**config.mk**
```make
export PLATFORM = sky130hd
export DESIGN_NAME = load_store_unit_flat
export DESIGN_NICKNAME = d
export VERILOG_FILES = /design/src/rtl/load_store_unit_pkg.sv /design/src/rtl/load_store_unit_if.sv /design/src/rtl/load_store_unit_align.sv /design/src/rtl/load_store_unit.sv /design/src/flat_wrapper.sv
export SDC_FILE = /design/constraint.sdc
export NUM_CORES = 1
export LEC_CHECK = 0
export ABC_AREA = 1
export CORE_MARGIN = 4
export CORE_UTILIZATION = 50
export DETAILED_ROUTE_END_ITERATION = 8
export DONT_BUFFER_PORTS = 1
export SYNTH_ARGS = -nofsm -noshare
export SYNTH_HDL_FRONTEND = slang
export SYNTH_SLANG_ARGS = --single-unit
```
**constraint.sdc**
```tcl
create_clock -name clk -period 2.42 [get_ports clk]
set_input_delay 0.363 -clock clk [delete_from_list [all_inputs] [get_ports clk]]
set_output_delay 0.363 -clock clk [all_outputs]
set_load 0.02 [all_outputs]
```
**src/rtl/load_store_unit_pkg.sv**
```systemverilog
// ============================================================================
// Module      : load_store_unit_pkg
// Description : Shared types for the load/store unit: access-size encoding
//               (funct3) and FSM state encoding.
// Revision    : 1.0 - initial release
// ============================================================================
`default_nettype none

package load_store_unit_pkg;

    // funct3 encodings of the supported memory access sizes
    typedef enum logic [2:0] {
        LSU_B  = 3'b000,
        LSU_H  = 3'b001,
        LSU_W  = 3'b010,
        LSU_BU = 3'b100,
        LSU_HU = 3'b101
    } lsu_size_t;

    // Access sequencer states
    typedef enum logic [1:0] {
        IDLE = 2'd0,
        REQ  = 2'd1,
        WAIT = 2'd2,
        DONE = 2'd3
    } lsu_state_t;

    localparam int unsigned LSU_XLEN = 32;

endpackage : load_store_unit_pkg

`default_nettype wire

```
**src/rtl/load_store_unit_if.sv**
```systemverilog
// ============================================================================
// Module      : load_store_unit_if
// Description : Core-side request/response and data-memory bus signals of the
//               load/store unit. The master modport is the LSU itself (it
//               masters the memory bus); slave is the core + memory side.
// Revision    : 1.0 - initial release
// ============================================================================
`default_nettype none

interface load_store_unit_if;
    import load_store_unit_pkg::*;

    // core side
    logic                lsu_valid;
    logic                lsu_we;
    logic [2:0]          lsu_funct3;
    logic [LSU_XLEN-1:0] lsu_addr;
    logic [LSU_XLEN-1:0] lsu_wdata;
    logic                lsu_stall;
    logic                lsu_done;
    logic [LSU_XLEN-1:0] lsu_rdata;
    logic                lsu_misaligned;
    logic                lsu_bus_err;

    // data-memory bus
    logic                mem_req;
    logic                mem_we;
    logic [LSU_XLEN-1:0] mem_addr;
    logic [3:0]          mem_be;
    logic [LSU_XLEN-1:0] mem_wdata;
    logic                mem_gnt;
    logic                mem_rvalid;
    logic [LSU_XLEN-1:0] mem_rdata;

    modport master (
        input  lsu_valid, lsu_we, lsu_funct3, lsu_addr, lsu_wdata,
        output lsu_stall, lsu_done, lsu_rdata, lsu_misaligned, lsu_bus_err,
        output mem_req, mem_we, mem_addr, mem_be, mem_wdata,
        input  mem_gnt, mem_rvalid, mem_rdata
    );

    modport slave (
        output lsu_valid, lsu_we, lsu_funct3, lsu_addr, lsu_wdata,
        input  lsu_stall, lsu_done, lsu_rdata, lsu_misaligned, lsu_bus_err,
        input  mem_req, mem_we, mem_addr, mem_be, mem_wdata,
        output mem_gnt, mem_rvalid, mem_rdata
    );

endinterface : load_store_unit_if

`default_nettype wire

```
**src/rtl/load_store_unit_align.sv**
```systemverilog
// ============================================================================
// Module      : lsu_align
// Description : Combinational byte-lane logic: store byte enables and lane
//               replication, load extraction with sign/zero extension, and
//               misalignment / illegal-size detection from funct3.
// Revision    : 1.0 - initial release
// ============================================================================
`default_nettype none

module lsu_align
    import load_store_unit_pkg::*;
(
    input  wire logic [2:0]  funct3_i,
    input  wire logic [1:0]  offset_i,
    input  wire logic [31:0] wdata_i,
    input  wire logic [31:0] rdata_i,
    output logic      [3:0]  be_o,
    output logic      [31:0] wdata_o,
    output logic      [31:0] rdata_o,
    output logic             misaligned_o,
    output logic             illegal_o
);

    logic [7:0]  w_byte;
    logic [15:0] w_half;

    // Lane selected by the address offset; halves only use offset bit 1
    assign w_byte = rdata_i[{offset_i, 3'b000} +: 8];
    assign w_half = rdata_i[{offset_i[1], 4'b0000} +: 16];

    // Size decode: steering, extension and alignment checks
    always_comb begin
        be_o         = 4'b0000;
        wdata_o      = 32'h0;
        rdata_o      = 32'h0;
        misaligned_o = 1'b0;
        illegal_o    = 1'b0;
        case (funct3_i)
            LSU_B, LSU_BU: begin
                be_o    = 4'b0001 << offset_i;
                wdata_o = {4{wdata_i[7:0]}};
                rdata_o = funct3_i[2] ? {24'h0, w_byte} : {{24{w_byte[7]}}, w_byte};
            end
            LSU_H, LSU_HU: begin
                be_o         = 4'b0011 << offset_i;
                wdata_o      = {2{wdata_i[15:0]}};
                rdata_o      = funct3_i[2] ? {16'h0, w_half} : {{16{w_half[15]}}, w_half};
                misaligned_o = offset_i[0];
            end
            LSU_W: begin
                be_o         = 4'b1111;
                wdata_o      = wdata_i;
                rdata_o      = rdata_i;
                misaligned_o = |offset_i;
            end
            default: begin
                illegal_o = 1'b1;
            end
        endcase
    end

endmodule : lsu_align

`default_nettype wire

```
**src/rtl/load_store_unit.sv**
```systemverilog
// ============================================================================
// Module      : load_store_unit
// Description : Memory-access stage. Sequences one load/store per valid
//               instruction over a valid/grant/response bus, stalls the core
//               until completion, and reports misalignment / bus errors.
// Revision    : 1.0 - initial release
// ============================================================================
`default_nettype none

module load_store_unit
    import load_store_unit_pkg::*;
#(
    parameter int TIMEOUT_CYCLES = 16,
    parameter int CNT_W          = 8
) (
    input  wire logic          clk,
    input  wire logic          rst_n,
    load_store_unit_if.master  bus
);

    localparam logic [1:0] S_IDLE = IDLE;
    localparam logic [1:0] S_REQ  = REQ;
    localparam logic [1:0] S_WAIT = WAIT;
    localparam logic [1:0] S_DONE = DONE;

    localparam logic [CNT_W-1:0] C_CNT_LAST = CNT_W'(TIMEOUT_CYCLES - 1);

    logic [1:0]       state_q, state_d;
    logic [CNT_W-1:0] cnt_q, cnt_d;
    logic [29:0]      addr_q, addr_d;
    logic             we_q, we_d;
    logic [2:0]       f3_q, f3_d;
    logic [1:0]       off_q, off_d;
    logic [3:0]       be_q, be_d;
    logic [31:0]      wdata_q, wdata_d;
    logic [31:0]      rdata_q, rdata_d;
    logic             mis_q, mis_d;
    logic             err_q, err_d;

    logic [2:0]  w_f3;
    logic [1:0]  w_off;
    logic [3:0]  w_be;
    logic [31:0] w_wdata;
    logic [31:0] w_ext;
    logic        w_mis;
    logic        w_al_illegal;
    logic        w_illegal;
    logic        w_timeout;
    logic        w_req;
    logic        w_done;

    // The aligner decodes the live request in IDLE and the latched one after
    assign w_f3  = (state_q == S_IDLE) ? bus.lsu_funct3    : f3_q;
    assign w_off = (state_q == S_IDLE) ? bus.lsu_addr[1:0] : off_q;

    lsu_align u_align (
        .funct3_i     (w_f3),
        .offset_i     (w_off),
        .wdata_i      (bus.lsu_wdata),
        .rdata_i      (bus.mem_rdata),
        .be_o         (w_be),
        .wdata_o      (w_wdata),
        .rdata_o      (w_ext),
        .misaligned_o (w_mis),
        .illegal_o    (w_al_illegal)
    );

    // Unsigned sizes have no store form
    assign w_illegal = w_al_illegal | (bus.lsu_we & bus.lsu_funct3[2]);
    assign w_timeout = (cnt_q == C_CNT_LAST);

    // Next-state logic: access sequencing, timeout and result capture
    always_comb begin
        state_d = state_q;
        cnt_d   = cnt_q;
        addr_d  = addr_q;
        we_d    = we_q;
        f3_d    = f3_q;
        off_d   = off_q;
        be_d    = be_q;
        wdata_d = wdata_q;
        rdata_d = rdata_q;
        mis_d   = mis_q;
        err_d   = err_q;
        case (state_q)
            S_IDLE: begin
                if (bus.lsu_valid) begin
                    if (w_mis) begin
                        mis_d   = 1'b1;
                        state_d = S_DONE;
                    end else if (w_illegal) begin
                        err_d   = 1'b1;
                        state_d = S_DONE;
                    end else begin
                        addr_d  = bus.lsu_addr[31:2];
                        we_d    = bus.lsu_we;
                        f3_d    = bus.lsu_funct3;
                        off_d   = bus.lsu_addr[1:0];
                        be_d    = bus.lsu_we ? w_be : 4'b1111;
                        wdata_d = bus.lsu_we ? w_wdata : 32'h0;
                        cnt_d   = '0;
                        state_d = S_REQ;
                    end
                end
            end
            S_REQ: begin
                if (bus.mem_gnt) begin
                    state_d = we_q ? S_DONE : S_WAIT;
                    cnt_d   = cnt_q + 1'b1;
                end else if (w_timeout) begin
                    err_d   = 1'b1;
                    state_d = S_DONE;
                end else begin
                    cnt_d   = cnt_q + 1'b1;
                end
            end
            S_WAIT: begin
                if (bus.mem_rvalid) begin
                    rdata_d = w_ext;
                    state_d = S_DONE;
                end else if (w_timeout) begin
                    err_d   = 1'b1;
                    state_d = S_DONE;
                end else begin
                    cnt_d   = cnt_q + 1'b1;
                end
            end
            default: begin
                // Result is presented for this one cycle; clear it for the next access
                rdata_d = 32'h0;
                mis_d   = 1'b0;
                err_d   = 1'b0;
                state_d = S_IDLE;
            end
        endcase
    end

    // State and datapath registers
    always_ff @(posedge clk or negedge rst_n) begin
        if (!rst_n) begin
            state_q <= S_IDLE;
            cnt_q   <= '0;
            addr_q  <= '0;
            we_q    <= 1'b0;
            f3_q    <= 3'b000;
            off_q   <= 2'b00;
            be_q    <= 4'b0000;
            wdata_q <= 32'h0;
            rdata_q <= 32'h0;
            mis_q   <= 1'b0;
            err_q   <= 1'b0;
        end else begin
            state_q <= state_d;
            cnt_q   <= cnt_d;
            addr_q  <= addr_d;
            we_q    <= we_d;
            f3_q    <= f3_d;
            off_q   <= off_d;
            be_q    <= be_d;
            wdata_q <= wdata_d;
            rdata_q <= rdata_d;
            mis_q   <= mis_d;
            err_q   <= err_d;
        end
    end

    assign w_req  = (state_q == S_REQ);
    assign w_done = (state_q == S_DONE);

    // Bus fields are only driven while requesting so idle outputs read zero
    assign bus.mem_req        = w_req;
    assign bus.mem_we         = w_req & we_q;
    assign bus.mem_addr       = w_req ? {addr_q, 2'b00} : 32'h0;
    assign bus.mem_be         = w_req ? be_q : 4'b0000;
    assign bus.mem_wdata      = w_req ? wdata_q : 32'h0;

    assign bus.lsu_done       = w_done;
    assign bus.lsu_rdata      = w_done ? rdata_q : 32'h0;
    assign bus.lsu_misaligned = w_done & mis_q;
    assign bus.lsu_bus_err    = w_done & err_q;
    assign bus.lsu_stall      = bus.lsu_valid & ~w_done;

endmodule : load_store_unit

`default_nettype wire
```
**src/flat_wrapper.sv**
```systemverilog
// flat-port wrapper written by rule: the top's interface ports become plain ports
module load_store_unit_flat import load_store_unit_pkg::*;
#(
    parameter int TIMEOUT_CYCLES = 16,
    parameter int CNT_W          = 8
)
  (clk, rst_n, bus_lsu_valid, bus_lsu_we, bus_lsu_funct3, bus_lsu_addr, bus_lsu_wdata, bus_lsu_stall, bus_lsu_done, bus_lsu_rdata, bus_lsu_misaligned, bus_lsu_bus_err, bus_mem_req, bus_mem_we, bus_mem_addr, bus_mem_be, bus_mem_wdata, bus_mem_gnt, bus_mem_rvalid, bus_mem_rdata);
  load_store_unit_if bus_i ();
  input  wire logic clk;
  input  wire logic rst_n;
  input wire logic [$bits(bus_i.lsu_valid)-1:0] bus_lsu_valid;
  input wire logic [$bits(bus_i.lsu_we)-1:0] bus_lsu_we;
  input wire logic [$bits(bus_i.lsu_funct3)-1:0] bus_lsu_funct3;
  input wire logic [$bits(bus_i.lsu_addr)-1:0] bus_lsu_addr;
  input wire logic [$bits(bus_i.lsu_wdata)-1:0] bus_lsu_wdata;
  output wire logic [$bits(bus_i.lsu_stall)-1:0] bus_lsu_stall;
  output wire logic [$bits(bus_i.lsu_done)-1:0] bus_lsu_done;
  output wire logic [$bits(bus_i.lsu_rdata)-1:0] bus_lsu_rdata;
  output wire logic [$bits(bus_i.lsu_misaligned)-1:0] bus_lsu_misaligned;
  output wire logic [$bits(bus_i.lsu_bus_err)-1:0] bus_lsu_bus_err;
  output wire logic [$bits(bus_i.mem_req)-1:0] bus_mem_req;
  output wire logic [$bits(bus_i.mem_we)-1:0] bus_mem_we;
  output wire logic [$bits(bus_i.mem_addr)-1:0] bus_mem_addr;
  output wire logic [$bits(bus_i.mem_be)-1:0] bus_mem_be;
  output wire logic [$bits(bus_i.mem_wdata)-1:0] bus_mem_wdata;
  input wire logic [$bits(bus_i.mem_gnt)-1:0] bus_mem_gnt;
  input wire logic [$bits(bus_i.mem_rvalid)-1:0] bus_mem_rvalid;
  input wire logic [$bits(bus_i.mem_rdata)-1:0] bus_mem_rdata;
  assign bus_i.lsu_valid = bus_lsu_valid;
  assign bus_i.lsu_we = bus_lsu_we;
  assign bus_i.lsu_funct3 = bus_lsu_funct3;
  assign bus_i.lsu_addr = bus_lsu_addr;
  assign bus_i.lsu_wdata = bus_lsu_wdata;
  assign bus_lsu_stall = bus_i.lsu_stall;
  assign bus_lsu_done = bus_i.lsu_done;
  assign bus_lsu_rdata = bus_i.lsu_rdata;
  assign bus_lsu_misaligned = bus_i.lsu_misaligned;
  assign bus_lsu_bus_err = bus_i.lsu_bus_err;
  assign bus_mem_req = bus_i.mem_req;
  assign bus_mem_we = bus_i.mem_we;
  assign bus_mem_addr = bus_i.mem_addr;
  assign bus_mem_be = bus_i.mem_be;
  assign bus_mem_wdata = bus_i.mem_wdata;
  assign bus_i.mem_gnt = bus_mem_gnt;
  assign bus_i.mem_rvalid = bus_mem_rvalid;
  assign bus_i.mem_rdata = bus_mem_rdata;
  load_store_unit #(.TIMEOUT_CYCLES(TIMEOUT_CYCLES), .CNT_W(CNT_W)) u_core (.clk(clk), .rst_n(rst_n), .bus(bus_i));
endmodule
```
==> impl_metrics.py <==
metrics = {
    "global_route": {
        "first_pass_grt_wire_length_um": 31100,
        "gr-total-overflow": 0,
        "grt_start_max_net_pins": 117,
        "grt_usage_pct": 23.8,
        "antenna_found_initial": 0,
        "via_count_of_the_first_global_routing_pass": 6132,
    },
    "cells_and_area": {
        "area_delta_synth_final_pct": 12.1,
        "drive_gt1_share_pct": 10.8,
        "register_area_sq_um": 2900,
        "utilization_pct": 57.6,
        "fill_cells": 1394,
        "multi_input_comb_area_sq_um": 3400,
        "n_antenna_cell": 0,
        "total_number_of_nets_in_the_final_design": 1202,
    },
    "logic_synthesis": {
        "synth.most_common_cell": "sky130_fd_sc_hd__nand2_1",
        "yosys.cell_types.count": 35,
        "yosysSeqAreaShare_pct": 40.6,
        "ys_ff_latch": 116,
        "postSynth.asyncResetShare_pct": 100,
        "synth.avg_cell_area_sq_um": 6.56,
        "synth_top_cells_by_count": "sky130_fd_sc_hd__nand2_1 (519), sky130_fd_sc_hd__inv_1 (157), sky130_fd_sc_hd__dfrtp_1 (116), sky130_fd_sc_hd__nor2_1 (75), sky130_fd_sc_hd__o21ai_0 (37)",
        "synth_enable_flop_cells": 0,
        "netlist_area_sq_um": 7150,
        "synth_top_cells_by_area": "sky130_fd_sc_hd__dfrtp_1 (41%), sky130_fd_sc_hd__nand2_1 (27%), sky130_fd_sc_hd__inv_1 (8.2%)",
        "netlist_instances": 1090,
        "synth_top_area_share_pct": 40.6,
        "yosysTopAreaCell": "sky130_fd_sc_hd__dfrtp_1",
        "synth_ff_type": "sky130_fd_sc_hd__dfrtp_1",
        "synthesis.yosys.warnings": 0,
    },
    "floorplan": {
        "fp-row-count": 43,
        "start_util_pct": 51.3,
        "die_w_um": 128,
        "floorplan.core_area_sq_um": 13900,
        "die_y_um": 128,
        "die_area_sq_um": 16300,
        "boundaryPins": 211,
    },
    "critical_path": {
        "startpoint_type_of_the_worst_setup_path": "flip-flop",
        "timing.critical_path.fanout_max": 31,
        "timing_worst_setup_path_type": "flip-flop to output port",
        "critical_path_arrival_ns": 1.89,
        "worst-endpoint-required_ns": 2.06,
        "kind_of_end_point_of_the_critical_path": "output port",
    },
    "place": {
        "placement.io_buffers": 0,
        "gpl.final_weighted_congestion": 0.918,
        "minimum_setup_slack_after_placement_ns": -0.0366,
        "place_hpwl_um": 13900,
    },
    "detailed_routing": {
        "avgViaCountPerCell": 5.05,
        "totalWireLength_um": 19300,
        "antenna_violating_nets_post_route": 0,
        "detailroute.via_count": 6475,
        "drt-pass1-iter-count": 5,
        "drt_first_iter_violations": 480,
        "wire_per_inst_um": 15.1,
        "drc": 0,
    },
    "clock_network": {
        "cts_num_sinks": 116,
        "cts_htree_levels": 4,
        "cts_max_path_buffers": 2,
        "clk_pin_slew_worst_paths_ns": 0.06,
        "tritoncts": "built",
        "clk_latency_ns": 0.41,
        "clock_tree.root_cell": "sky130_fd_sc_hd__clkbuf_16",
        "cts-buffers-inserted": 17,
    },
    "power_and_ir_drop": {
        "cell_internal_pwr_mw": 6.23,
        "p_clk_share_pct": 21.6,
        "combinational_group_share_of_total_power_pct": 51.0,
        "power.leakage_nw": 4.98,
        "ir_worst_vdd_uv": 616,
        "sequentialPowerShare_pct": 27.4,
        "total_switching_power_mw": 5.38,
        "power.density_cell_area_nw_per_um2": 1450,
        "share_of_total_power_consumed_by_net_switching_pct": 46.3,
    },
    "sta": {
        "setup_violations": 0,
        "fmaxAchievable_mhz": 444,
        "setup_slack_ns": 0.166,
        "number_of_hold_violations_in_the_final_report": 116,
        "fin_max_slew_vios": 0,
        "fin_worst_skew_ns": 0.00639,
        "final.period_utilization_pct": 93.2,
        "rsz0062_at_grt": "no",
        "timing.final.crit_period_ns": 2.25,
        "final.setup.tns_ns": 0,
        "holdWs_ns": -0.361,
    },
    "run": {
        "max_cap_viol_count": 0,
    },
    "run_status": {
        "failed_checks": "hold timing",
        "outcome": "finished with violations",
    },
    "worst_hold_path": {
        "holdCritPathClass": "primary input to asynchronous set/reset pin",
    },
}
-- per-layer routing --
metal | share of wire [%] | track usage, %
met5 | 0 | 0
met4 | 1.2 | 5.81
met3 | 7.5 | 7.19
met2 | 47 | 37.9
met1 | 45 | 32.0
-- sequential cells by signal (all words and copies together), names as in the netlist --
name            flops
u_core.addr_q      30
u_core.be_q         4
u_core.cnt_q        8
u_core.err_q        1
u_core.f3_q         3
u_core.mis_q        1
u_core.off_q        2
u_core.rdata_q     32
u_core.state_q      2
u_core.wdata_q     32
u_core.we_q         1
-- worst paths after layout --
| kind | start | end | slack [ns] | depth (start not counted) |
|---|---|---|---|---|
| max in group asynchronous | rst_n | u_core.rdata_q[23] | 2.59 | 0 |
| worst max register to register | u_core.state_q[0] | u_core.wdata_q[1] | 0.19 | 12 |
| worst min register to register | u_core.addr_q[17] | u_core.addr_q[17] | 0.47 | 2 |
| worst max-delay path | u_core.state_q[1] | bus_mem_addr[12] | 0.17 | 6 |
| worst min-delay path | rst_n | u_core.addr_q[2] | -0.36 | 0 |
| min in group clk | bus_lsu_addr[14] | u_core.addr_q[12] | 0.06 | 2 |
-- power groups by stage --
stage	Clock, mW	Sequential [mW]	Combinational, mW
detailed placement	0	3.20	5.88
finish	2.51	3.18	5.93
floorplan	0	3.10	4.53
global route	2.66	3.28	6.72
CTS	2.56	3.18	5.92
global placement	0	3.21	5.83
-- final cells by class --
| cell class | count | share of cell area, % |
|---|---|---|
| multi-input combinational | 763 | 42.4 |
| sequential | 116 | 36.2 |
| inverter | 160 | 7.61 |
| clock buffer | 20 | 5.82 |
| timing repair buffer | 33 | 3.60 |
| tap | 180 | 2.81 |
| clock inverter | 11 | 1.59 |
-- worst max-delay path: stages (launching register included) --
cell	delay (ns)
sky130_fd_sc_hd__dfrtp_1	0.38
sky130_fd_sc_hd__inv_1	0.11
sky130_fd_sc_hd__buf_4	0.13
sky130_fd_sc_hd__ha_2	0.23
sky130_fd_sc_hd__buf_4	0.33
sky130_fd_sc_hd__nand2_1	0.09
sky130_fd_sc_hd__inv_1	0.18
-- kinds of logic after synthesis --
logic type | synth area share (%)
buffers and inverters | 12.5
adders and majority gates | 1.05
xor gates and xnor gates | 0.367
DFF | 40.6
AOI/OAI and AO/OA | 9.38
other | 0.0524
and+or+nand+nor | 36.0
-- layout by cell type (no fill, tap or decap), drive strengths merged, types with 2 or more instances in the layout --
cell,count
nand4,5
nor2,79
nor3,2
nand2,531
clkinvlp,3
bufinv,2
inv,161
and3,8
ha,6
nand3,21
dfrtp,116
clkinv,5
o21bai,2
a21oi,26
conb,2
o211ai,10
xor2,3
clkbuf,20
o21ai,65
buf,33
-- timing repair --
item | 4_1_cts | 5_1_grt
resized for setup | 2 | 6
pin swaps | 0 | 1
gates cloned | 0 | 0
endpoints found under the hold margin | 116 | 116
setup buffers | 0 | 1
setup endpoints to repair | 27 | 34
-- per-stage QoR --
| step | cell area [sq um] | power [mW] | instances |
|---|---|---|---|
| after floorplan | 7160 | 7.62 | 1091 |
| after global placement | 7380 | 9.04 | 1251 |
| after detailed placement | 7380 | 9.08 | 1251 |
| after CTS | 7980 | 11.7 | 1282 |
| after global routing | 8020 | 12.7 | 1283 |
| final | 8020 | 11.6 | 1283 |
Power figures use the tool's default switching activity.
